File: config.mk
export PLATFORM = sky130hd
export DESIGN_NAME = tmds_decoder
export DESIGN_NICKNAME = d
export VERILOG_FILES = /design/src/rtl/tmds_decoder.sv
export SDC_FILE = /design/constraint.sdc
export NUM_CORES = 1
export LEC_CHECK = 0
export CAP_MARGIN = 15
export CELL_PAD_IN_SITES_DETAIL_PLACEMENT = 1
export CELL_PAD_IN_SITES_GLOBAL_PLACEMENT = 2
export CORE_ASPECT_RATIO = 0.9
export CORE_UTILIZATION = 30
export CTS_CLUSTER_DIAMETER = 80
export DETAILED_ROUTE_END_ITERATION = 12
export MAX_ROUTING_LAYER = met4
export PLACE_DENSITY = 0.78
export SLEW_MARGIN = 40
export SYNTH_ARGS = -nofsm -noshare
export SYNTH_HDL_FRONTEND = slang
export SYNTH_SLANG_ARGS = --single-unit
File: constraint.sdc
create_clock -name i_clk -period 3.14 [get_ports i_clk]
set_input_delay 0.628 -clock i_clk [delete_from_list [all_inputs] [get_ports i_clk]]
set_output_delay 0.628 -clock i_clk [all_outputs]
set_load 0.02 [all_outputs]
File: src/rtl/tmds_decoder.sv
// Purpose: TMDS receive channel decoder; hunts control tokens for word alignment, then decodes video/control.
// Latency: 2 cycles from the word completing in the window to o_data/o_control/o_ve once locked.
// Backpressure: none; one word accepted every pixel clock, outputs are free-running.
module tmds_decoder #(
   parameter int LOCK_COUNT = 8,
   parameter int TIMEOUT    = 4096
) (
   input  logic       i_clk,
   input  logic       i_rst,
   input  logic [9:0] i_word,
   output logic [7:0] o_data,
   output logic [1:0] o_control,
   output logic       o_ve,
   output logic       o_locked,
   output logic       o_err
);

   localparam int CW = $clog2(LOCK_COUNT + 1);
   localparam int TW = $clog2(TIMEOUT + 1);

   typedef enum logic {SEARCH = 1'b0, LOCKED = 1'b1} state_t;

   function automatic logic is_token(input logic [9:0] w);
      return (w == 10'b1101010100) || (w == 10'b0010101011) ||
             (w == 10'b0101010100) || (w == 10'b1010101011);
   endfunction

   function automatic logic [1:0] token_val(input logic [9:0] w);
      logic [1:0] v;
      v = 2'b00;
      case (w)
         10'b0010101011: v = 2'b01;
         10'b0101010100: v = 2'b10;
         10'b1010101011: v = 2'b11;
         default:        v = 2'b00;
      endcase
      return v;
   endfunction

   // Undo the optional inversion (bit 9), then the XOR/XNOR chain (bit 8 selects XOR).
   function automatic logic [7:0] decode_video(input logic [9:0] w);
      logic [7:0] d;
      logic [7:0] o;
      d    = w[9] ? ~w[7:0] : w[7:0];
      o    = 8'h00;
      o[0] = d[0];
      for (int i = 1; i < 8; i++) begin
         o[i] = w[8] ? (d[i] ^ d[i-1]) : ~(d[i] ^ d[i-1]);
      end
      return o;
   endfunction

   state_t        state_q, state_d;
   logic [9:0]    prev_q, prev_d;
   logic [3:0]    c_q, c_d;
   logic [CW-1:0] cnt_q, cnt_d;
   logic [3:0]    offset_q, offset_d;
   logic [9:0]    w_q, w_d;
   logic [TW-1:0] tcnt_q, tcnt_d;
   logic [7:0]    data_q, data_d;
   logic [1:0]    ctrl_q, ctrl_d;
   logic          ve_q, ve_d;
   logic          locked_q, locked_d;
   logic          err_q, err_d;

   logic [19:0]   window;
   logic [9:0]    cand [10];
   logic [9:0]    tok_hit;
   logic          any_hit;
   logic [3:0]    first_hit;
   logic [TW-1:0] tcnt_inc;

   // All candidate alignments of the 20-bit window, and the lowest offset carrying a token.
   always_comb begin
      window    = {i_word, prev_q};
      tok_hit   = '0;
      first_hit = 4'd0;
      for (int k = 0; k < 10; k++) begin
         cand[k]    = window[k +: 10];
         tok_hit[k] = is_token(window[k +: 10]);
      end
      for (int k = 9; k >= 0; k--) begin
         if (tok_hit[k]) first_hit = 4'(k);
      end
      any_hit = |tok_hit;
   end

   // State register and all pipeline/counter flops; async reset clears outputs at once.
   always_ff @(posedge i_clk or posedge i_rst) begin
      if (i_rst) begin
         state_q  <= SEARCH;
         prev_q   <= '0;
         c_q      <= '0;
         cnt_q    <= '0;
         offset_q <= '0;
         w_q      <= '0;
         tcnt_q   <= '0;
         data_q   <= '0;
         ctrl_q   <= '0;
         ve_q     <= 1'b0;
         locked_q <= 1'b0;
         err_q    <= 1'b0;
      end else begin
         state_q  <= state_d;
         prev_q   <= prev_d;
         c_q      <= c_d;
         cnt_q    <= cnt_d;
         offset_q <= offset_d;
         w_q      <= w_d;
         tcnt_q   <= tcnt_d;
         data_q   <= data_d;
         ctrl_q   <= ctrl_d;
         ve_q     <= ve_d;
         locked_q <= locked_d;
         err_q    <= err_d;
      end
   end

   // Next-state: token hunting in SEARCH, decode and timeout supervision in LOCKED.
   always_comb begin
      state_d  = state_q;
      prev_d   = i_word;
      c_d      = c_q;
      cnt_d    = cnt_q;
      offset_d = offset_q;
      tcnt_d   = tcnt_q;
      data_d   = data_q;
      ctrl_d   = ctrl_q;
      ve_d     = ve_q;
      locked_d = locked_q;
      err_d    = 1'b0;
      tcnt_inc = (tcnt_q < TW'(TIMEOUT)) ? tcnt_q + TW'(1) : tcnt_q;
      // Stage 1 follows the tracked candidate while searching so the first locked word is already aligned.
      w_d      = (state_q == LOCKED) ? cand[offset_q] : cand[c_q];

      case (state_q)
         SEARCH: begin
            data_d = 8'h00;
            ctrl_d = 2'b00;
            ve_d   = 1'b0;
            if (tok_hit[c_q]) begin
               cnt_d = cnt_q + CW'(1);
            end else if (any_hit) begin
               c_d   = first_hit;
               cnt_d = CW'(1);
            end else begin
               cnt_d = '0;
            end
            if (cnt_d == CW'(LOCK_COUNT)) begin
               state_d  = LOCKED;
               offset_d = c_d;
               locked_d = 1'b1;
               tcnt_d   = '0;
            end
         end
         LOCKED: begin
            if (is_token(w_q)) begin
               ctrl_d = token_val(w_q);
               ve_d   = 1'b0;
               tcnt_d = '0;
            end else begin
               data_d = decode_video(w_q);
               ve_d   = 1'b1;
               tcnt_d = tcnt_inc;
               if (tcnt_inc == TW'(TIMEOUT)) begin
                  state_d  = SEARCH;
                  locked_d = 1'b0;
                  err_d    = 1'b1;
                  cnt_d    = '0;
                  c_d      = offset_q;
                  ve_d     = 1'b0;
                  data_d   = 8'h00;
               end
            end
         end
         default: state_d = SEARCH;
      endcase
   end

   // Outputs come straight from flops.
   always_comb begin
      o_data    = data_q;
      o_control = ctrl_q;
      o_ve      = ve_q;
      o_locked  = locked_q;
      o_err     = err_q;
   end

endmodule

---- Yosys cells after proc, flatten, opt, wreduce, memory -nomap -nowiden ----
Index checks and enable logic that the tools add are counted.
storage, ports and cells
  register bits after elaboration ......... 59
  latch bits .............................. 0
  RAM bits ................................ 0
  bits in read-only memories .............. 0
  input port bits ......................... 12
  output and inout port bits .............. 13
  word-level logic and storage cells ...... 184
  memories kept ........................... 0
cells by class
  $add $sub $neg .......................... 2
  $mul .................................... 0
  div/mod/pow operators ................... 0
  magnitude comparators ................... 4
  eq/ne operators ......................... 50
  shift-type cells ........................ 0
  muxes and demuxes ....................... 61
  bitwise operators ....................... 18
  reductions and logical operators ........ 37
operator list
  operator                                                           count
  10-bit == test (second input constant)                             22
  10-bit by 8-bit == test with 1-bit output (second input constant)  11
  10-bit by 9-bit == test with 1-bit output (second input constant)  11
  10-bit binary-select mux with 4-bit select                         2
  4-bit 2-to-1 mux                                                   18
  10-bit 2-to-1 mux                                                  5
  13-bit 2-to-1 mux                                                  3
  1-bit logical OR                                                   33
  13-bit case mux with 2 select lines                                1
  8-bit 2-to-1 mux                                                   3
  1-bit 2-to-1 mux                                                   19
  4-bit case mux with 2 select lines                                 2
  8-bit case mux with 2 select lines                                 1
  13-bit by 1-bit adder with 13-bit output (second input constant)   1
  13-bit == test (second input constant)                             1
  13-bit < comparator (second input constant)                        1
  5-bit >= comparator (second input constant)                        2
  4-bit NOT with 5-bit output                                        2
  10-bit OR reduction                                                1
  1-bit NOT                                                          8
  8-bit NOT                                                          1
  1-bit bitwise XOR                                                  7
  1-bit case mux with 2 select lines                                 3
  2-bit case mux with 3 select lines                                 1
  other kinds (10)                                                   13

---- Logic depth before layout (Yosys ltp) ----
  word-level depth ........................ 17
  gate-level depth with buffers ........... 10
  depth with buffers taken out ............ 8

---- Worst setup path before layout ----
OpenSTA, ideal clock, no wires.
  path type ............................... input-to-reg
  start point ............................. input i_word[2]
  end point ............................... register offset_q[2]
  library setup time ...................... 0.125 ns
  data arrival time ....................... 2.631 ns
  data required time ...................... 3.015 ns
  setup slack ............................. 0.384 ns
  cell stages on the path ................. 10
  buffers on the path ..................... 3
  cells stage by stage .................... buf_4 > nand3b_4 > or4_1 > buf_2 > o311ai_2 > nand4b_1 > and3_1 > buf_6 > nor3_4 > mux2_4
on the way
  cells in the longest elaborated chain, start to end .. 15
  elaborated cells between the ends (all ways) .. 68
  those cells by class .................... eq/ne: 29; mux: 16; reduce/logical: 23
RTL lines
  item                                                                         line  RTL
  start: declaration                                                           10    input logic [9:0] i_word,
  10-bit == test or 10-bit by 8-bit == test with 1-bit output (tied branches)  24    return (w == 10'b1101010100) || (w == 10'b0010101011) ||
  1-bit logical OR (2 in series)                                               24
  1-bit logical OR                                                             25    (w == 10'b0101010100) || (w == 10'b1010101011);
  4-bit 2-to-1 mux (9 in series)                                               83    if (tok_hit[k]) first_hit = 4'(k);
  4-bit 2-to-1 mux                                                             143   end else if (any_hit) begin
  4-bit 2-to-1 mux                                                             141   if (tok_hit[c_q]) begin
  end signal: assignment                                                       108   offset_q <= offset_d;
  end: declaration                                                             57    logic [3:0] offset_q, offset_d;
Several ways; a longest one is shown, not always the timed one. The select of a mux whose other input is x is not followed.
A chain may end at the register's enable or synchronous reset.

---- Worst setup path after layout ----
  start point ............................. input i_word[0]
  end point ............................... register tcnt_q[6]
on the way
  cells in the longest elaborated chain, start to end .. 10
  elaborated cells between the ends (all ways) .. 71
  those cells by class .................... eq/ne: 38; mux: 5; reduce/logical: 28
RTL lines
  item                                                                              line      RTL
  10-bit == test or 10-bit by 8-bit == test with 1-bit output (tied branches)       24
  1-bit logical OR (2 in series)                                                    24
  1-bit logical OR                                                                  25
  1-bit binary-select mux with 4-bit select or 10-bit OR reduction (tied branches)  141, 85
  1-bit 2-to-1 mux (on tied branches)                                               141, 143
  4-bit 2-to-1 mux *                                                                141
  4-bit 2-to-1 mux *                                                                136       case (state_q)
  4-bit == test *                                                                   149       if (cnt_d == CW'(LOCK_COUNT)) begin
  2-bit != test (no source line) *                                                  -
  end signal: assignment                                                            110       tcnt_q <= tcnt_d;
  end: declaration                                                                  59        logic [TW-1:0] tcnt_q, tcnt_d;
Mark *: on every way between the ends. The rest lies on a longest branch, timed or not. The select of a mux whose other input is x is not followed.

==> reports/qor.csv <==
stage,metric,value,unit
global_route,initial antenna violation count,0,
route,wire length per cell,19.3,um
worst_setup_path,critical path launch point type,primary input,
synth,post-synthesis mux area share,10.1,%
cells_and_area,Antenna Cells,0,
worst_setup_path,CP max stage delay,530,ps
cts,CTS max path bufs,2,
sta,fmax,337,MHz
power,LEAKAGE,0.00239,uW
place,"worst slack, placed",-150,ps
synth,adder-cell share of the synthesized area,0.540,%
place,IO buf count,24,
cts,CTS sink cnt,59,
floorplan,# rows,42,
sta,endpoints failing hold,0,
sta,Tmin final,2960,ps
worst_setup_path,Worst Path Required,3360,ps
route,drc violations,0,
sta,Final Setup Violations,0,
sta,setup slack after layout,176,ps
sta,Final Skew,8.10,ps
synth,largest family of logic cells by synthesized area,simple AND/OR/NAND/NOR gates,
cts,CTS tree,yes,
cells_and_area,synthesis-to-layout area growth,18.7,%
cts,Worst-Skew Late Latency,340,ps
synth,syn nets,569,
power,power density over the cells,336,nW/um2
place,placed cell count,768,
cts,clk slew on worst S/H paths,50,ps
floorplan,Die Y,120,um
floorplan,I/O pins,25,
worst_setup_path,worst-path maximum fanout,5,
route,Post-DRT Antenna Nets,0,
sta,final period utilization,94.4,%
synth,register area share after synthesis,31.9,%
sta,RSZ-0062 raised after global routing,no,
cts,setup bufs post-CTS,0,
cells_and_area,Layout Nets,595,
cts,hold buffer count at CTS,0,
cts,root buffer cell,clkbuf_16,
synth,Synth Cell Area,4630,um2
worst_setup_path,cells along the critical path,clkdlybuf4s50_1 > nand4bb_1 > or3b_2 > o221ai_1 > nand4b_1 > and3_1 > o21a_4 > a211o_1,
place,gpl congestion,0.902,
global_route,vias in the first global route,4681,
worst_setup_path,Bufs and invs on worst path,1,
cts,Resized Gates After CTS,0,
worst_setup_path,CP arrival,3180,ps
worst_setup_path,Critical Path End Type,flip-flop,
cells_and_area,final std cells w/o fill,782,
worst_setup_path,crit path kind,primary input to flip-flop,
synth,post-synthesis cell count,555,
global_route,total grt overflow,0,
cells_and_area,Finished Core Util,37.0,%
cts,cts bufs inserted,9,
place,Final HPWL DP,11000,um
route,Initial DRC Count,247,
global_route,largest net degree at the start of global routing,60,
global_route,first-pass GRT wire length,25100,um
worst_setup_path,slowest CP cell,or3b_2,
global_route,total track usage,20.8,%
sta,Max-slew headroom,56.4,%
cells_and_area,Fill cells,1754,
floorplan,die width,133,um
cts,H-tree depth,3,
route,vias per cell,5.67,
synth,Main synth FF type,dfrtp_1,
cells_and_area,layout cell share with drive strength beyond 1,13.0,%
floorplan,Core ar.,14900,um2
floorplan,die area,15900,um2
synth,ys async rst share,100,%
flow_run,max cap viols,0,
route,vias,4436,
synth,Post-Synth XOR/XNOR Area,3.21,%
sta,Final Slew Violations,0,
route,DRT Pass-1 Iters,4,
synth,synth warn,0,
worst_hold_path,Tightest Hold Check Type,flip-flop to flip-flop,
route,total wire length,15100,um
power,Final Power,1850,uW
worst_setup_path,"CP delay by family, top",simple AND/OR/NAND/NOR gates,
floorplan,Starting Density,31.2,%
synth,post-synthesis cell type count,72,
synth,compound-cell area share of the yosys netlist,23.5,%
synth,#FFs+latches synth,59,
synth,Post-Synth Simple-Gate Area,25.1,%
power,VDD IR max,0.000274,V
synth,Syn Area/Cell,8.35,um2
status,status,finished clean,
synth,Post-synth EDFFs,0,
sta,Worst-Margin Slew,654,ps
per-stage QoR:
stage | instance area [um2] | TNS (ps) | hold slack, ps
global route | 5500 | 0 | 525
detailed placement | 5220 | -1770 | 496
floorplan | 4630 | 0 | 498
finish | 5500 | 0 | 499
global placement | 5220 | -181 | 488
CTS | 5490 | 0 | 508
cells in the mapped netlist, types with 4 or more instances:
| master | number | share of area [%] |
|---|---|---|
| nand2_1 | 45 | 3.6 |
| a21o_1 | 5 | 0.81 |
| a22o_1 | 10 | 1.9 |
| clkbuf_1 | 32 | 2.6 |
| inv_1 | 19 | 1.5 |
| nor2_1 | 44 | 3.6 |
| dfrtp_1 | 59 | 32 |
| or4_1 | 5 | 0.81 |
| nor3_1 | 13 | 1.4 |
| nand4_1 | 9 | 1.2 |
| nor3b_1 | 4 | 0.65 |
| and3b_1 | 5 | 0.94 |
| nor2b_1 | 5 | 0.67 |
| nand3b_1 | 9 | 1.5 |
| xor2_1 | 10 | 1.9 |
| a211oi_1 | 8 | 1.3 |
| xnor2_1 | 7 | 1.3 |
| a31oi_1 | 12 | 1.6 |
| and3_1 | 6 | 0.81 |
| nand3_1 | 10 | 1.1 |
| o21ai_0 | 27 | 2.9 |
| o221ai_1 | 5 | 0.94 |
| nand4bb_1 | 4 | 0.97 |
| buf_2 | 7 | 0.76 |
| nor4_1 | 6 | 0.81 |
| nand2b_1 | 11 | 1.5 |
| o311a_1 | 4 | 0.86 |
| o22ai_1 | 11 | 1.5 |
| mux2_2 | 10 | 2.4 |
| buf_1 | 4 | 0.32 |
| mux2i_1 | 34 | 7.3 |
| o211ai_1 | 13 | 2.1 |
| a21oi_1 | 33 | 3.6 |
| and2_1 | 8 | 1.1 |
| or3_1 | 4 | 0.54 |
| o31ai_1 | 5 | 0.81 |
final timing paths:
check / from / to / slack (ps) / cells after the start
max in group asynchronous: i_rst / offset_q[0] / 1970 / 3
max: i_word[0] / tcnt_q[6] / 180 / 8
min: o_data[3] / o_data[3] / 500 / 1
min reg2reg: o_data[3] / o_data[3] / 500 / 1
min in group asynchronous: i_rst / tcnt_q[8] / 750 / 3
max reg2reg: tcnt_q[0] / c_q[0] / 270 / 8
area by class of cell:
| class | count | area [um2] | area share, % |
|---|---|---|---|
| inverter | 20 | 75.1 | 1.37 |
| timing repair buffer | 60 | 527 | 9.58 |
| sequential | 59 | 1480 | 26.9 |
| tap | 198 | 248 | 4.51 |
| multi-input combinational | 431 | 2900 | 52.8 |
| clock inverter | 2 | 12.5 | 0.228 |
| clock buffer | 12 | 256 | 4.66 |
sequential cells by signal, indices dropped and copies added (netlist names), 2 cells and up:
| signal | flops |
|---|---|
| c_q | 4 |
| cnt_q | 4 |
| o_control | 2 |
| o_data | 8 |
| offset_q | 4 |
| prev_q | 10 |
| tcnt_q | 13 |
| w_q | 10 |
cell usage in the layout (no fill, tap or decap), types with 6 or more instances in the layout:
master and count:
dfrtp_1 58, nand2_1 45, nor2_1 43, mux2i_1 34
buf_4 34, a21oi_1 33, o21ai_0 27, clkdlybuf4s50_1 24
inv_1 18, o211ai_1 13, nor3_1 13, a31oi_1 12
o22ai_1 11, nand2b_1 11, mux2_2 10, xor2_1 10
a22o_1 10, nand3_1 10, nand4_1 9, nand3b_1 9
clkbuf_16 9, a211oi_1 8, and2_1 8, xnor2_1 7
and3_1 6, nor4_1 6
report_power, final:
group | total [uW] | switching, uW | leakage, uW | internal [uW]
combinational | 146 | 82.1 | 0.00159 | 64.2
clock | 911 | 345 | 0.000131 | 566
sequential | 790 | 21.8 | 0.000665 | 768
total | 1850 | 449 | 0.00239 | 1400
cell families (layout without fill, tap and decap cells):
group	Yosys count	in the layout
adder cells (fa/ha/maj)	2	2
multiplexers	45	45
AO/OA/AOI/OAI	160	160
XOR/XNOR	17	17
AND/OR/NAND/NOR	207	207
flip-flops	59	59
buffers and inverters	65	94
layer usage:
| metal | vias up | wire (um) | global-route usage [%] |
|---|---|---|---|
| li1 | 2110 | - | - |
| met1 | 2233 | 7230 | 26.3 |
| met2 | 75 | 7110 | 33.6 |
| met3 | 18 | 508 | 4.48 |
| met4 | 0 | 235 | 5.32 |
| met5 | - | 0 | - |
(Power assumes the default switching activity.)
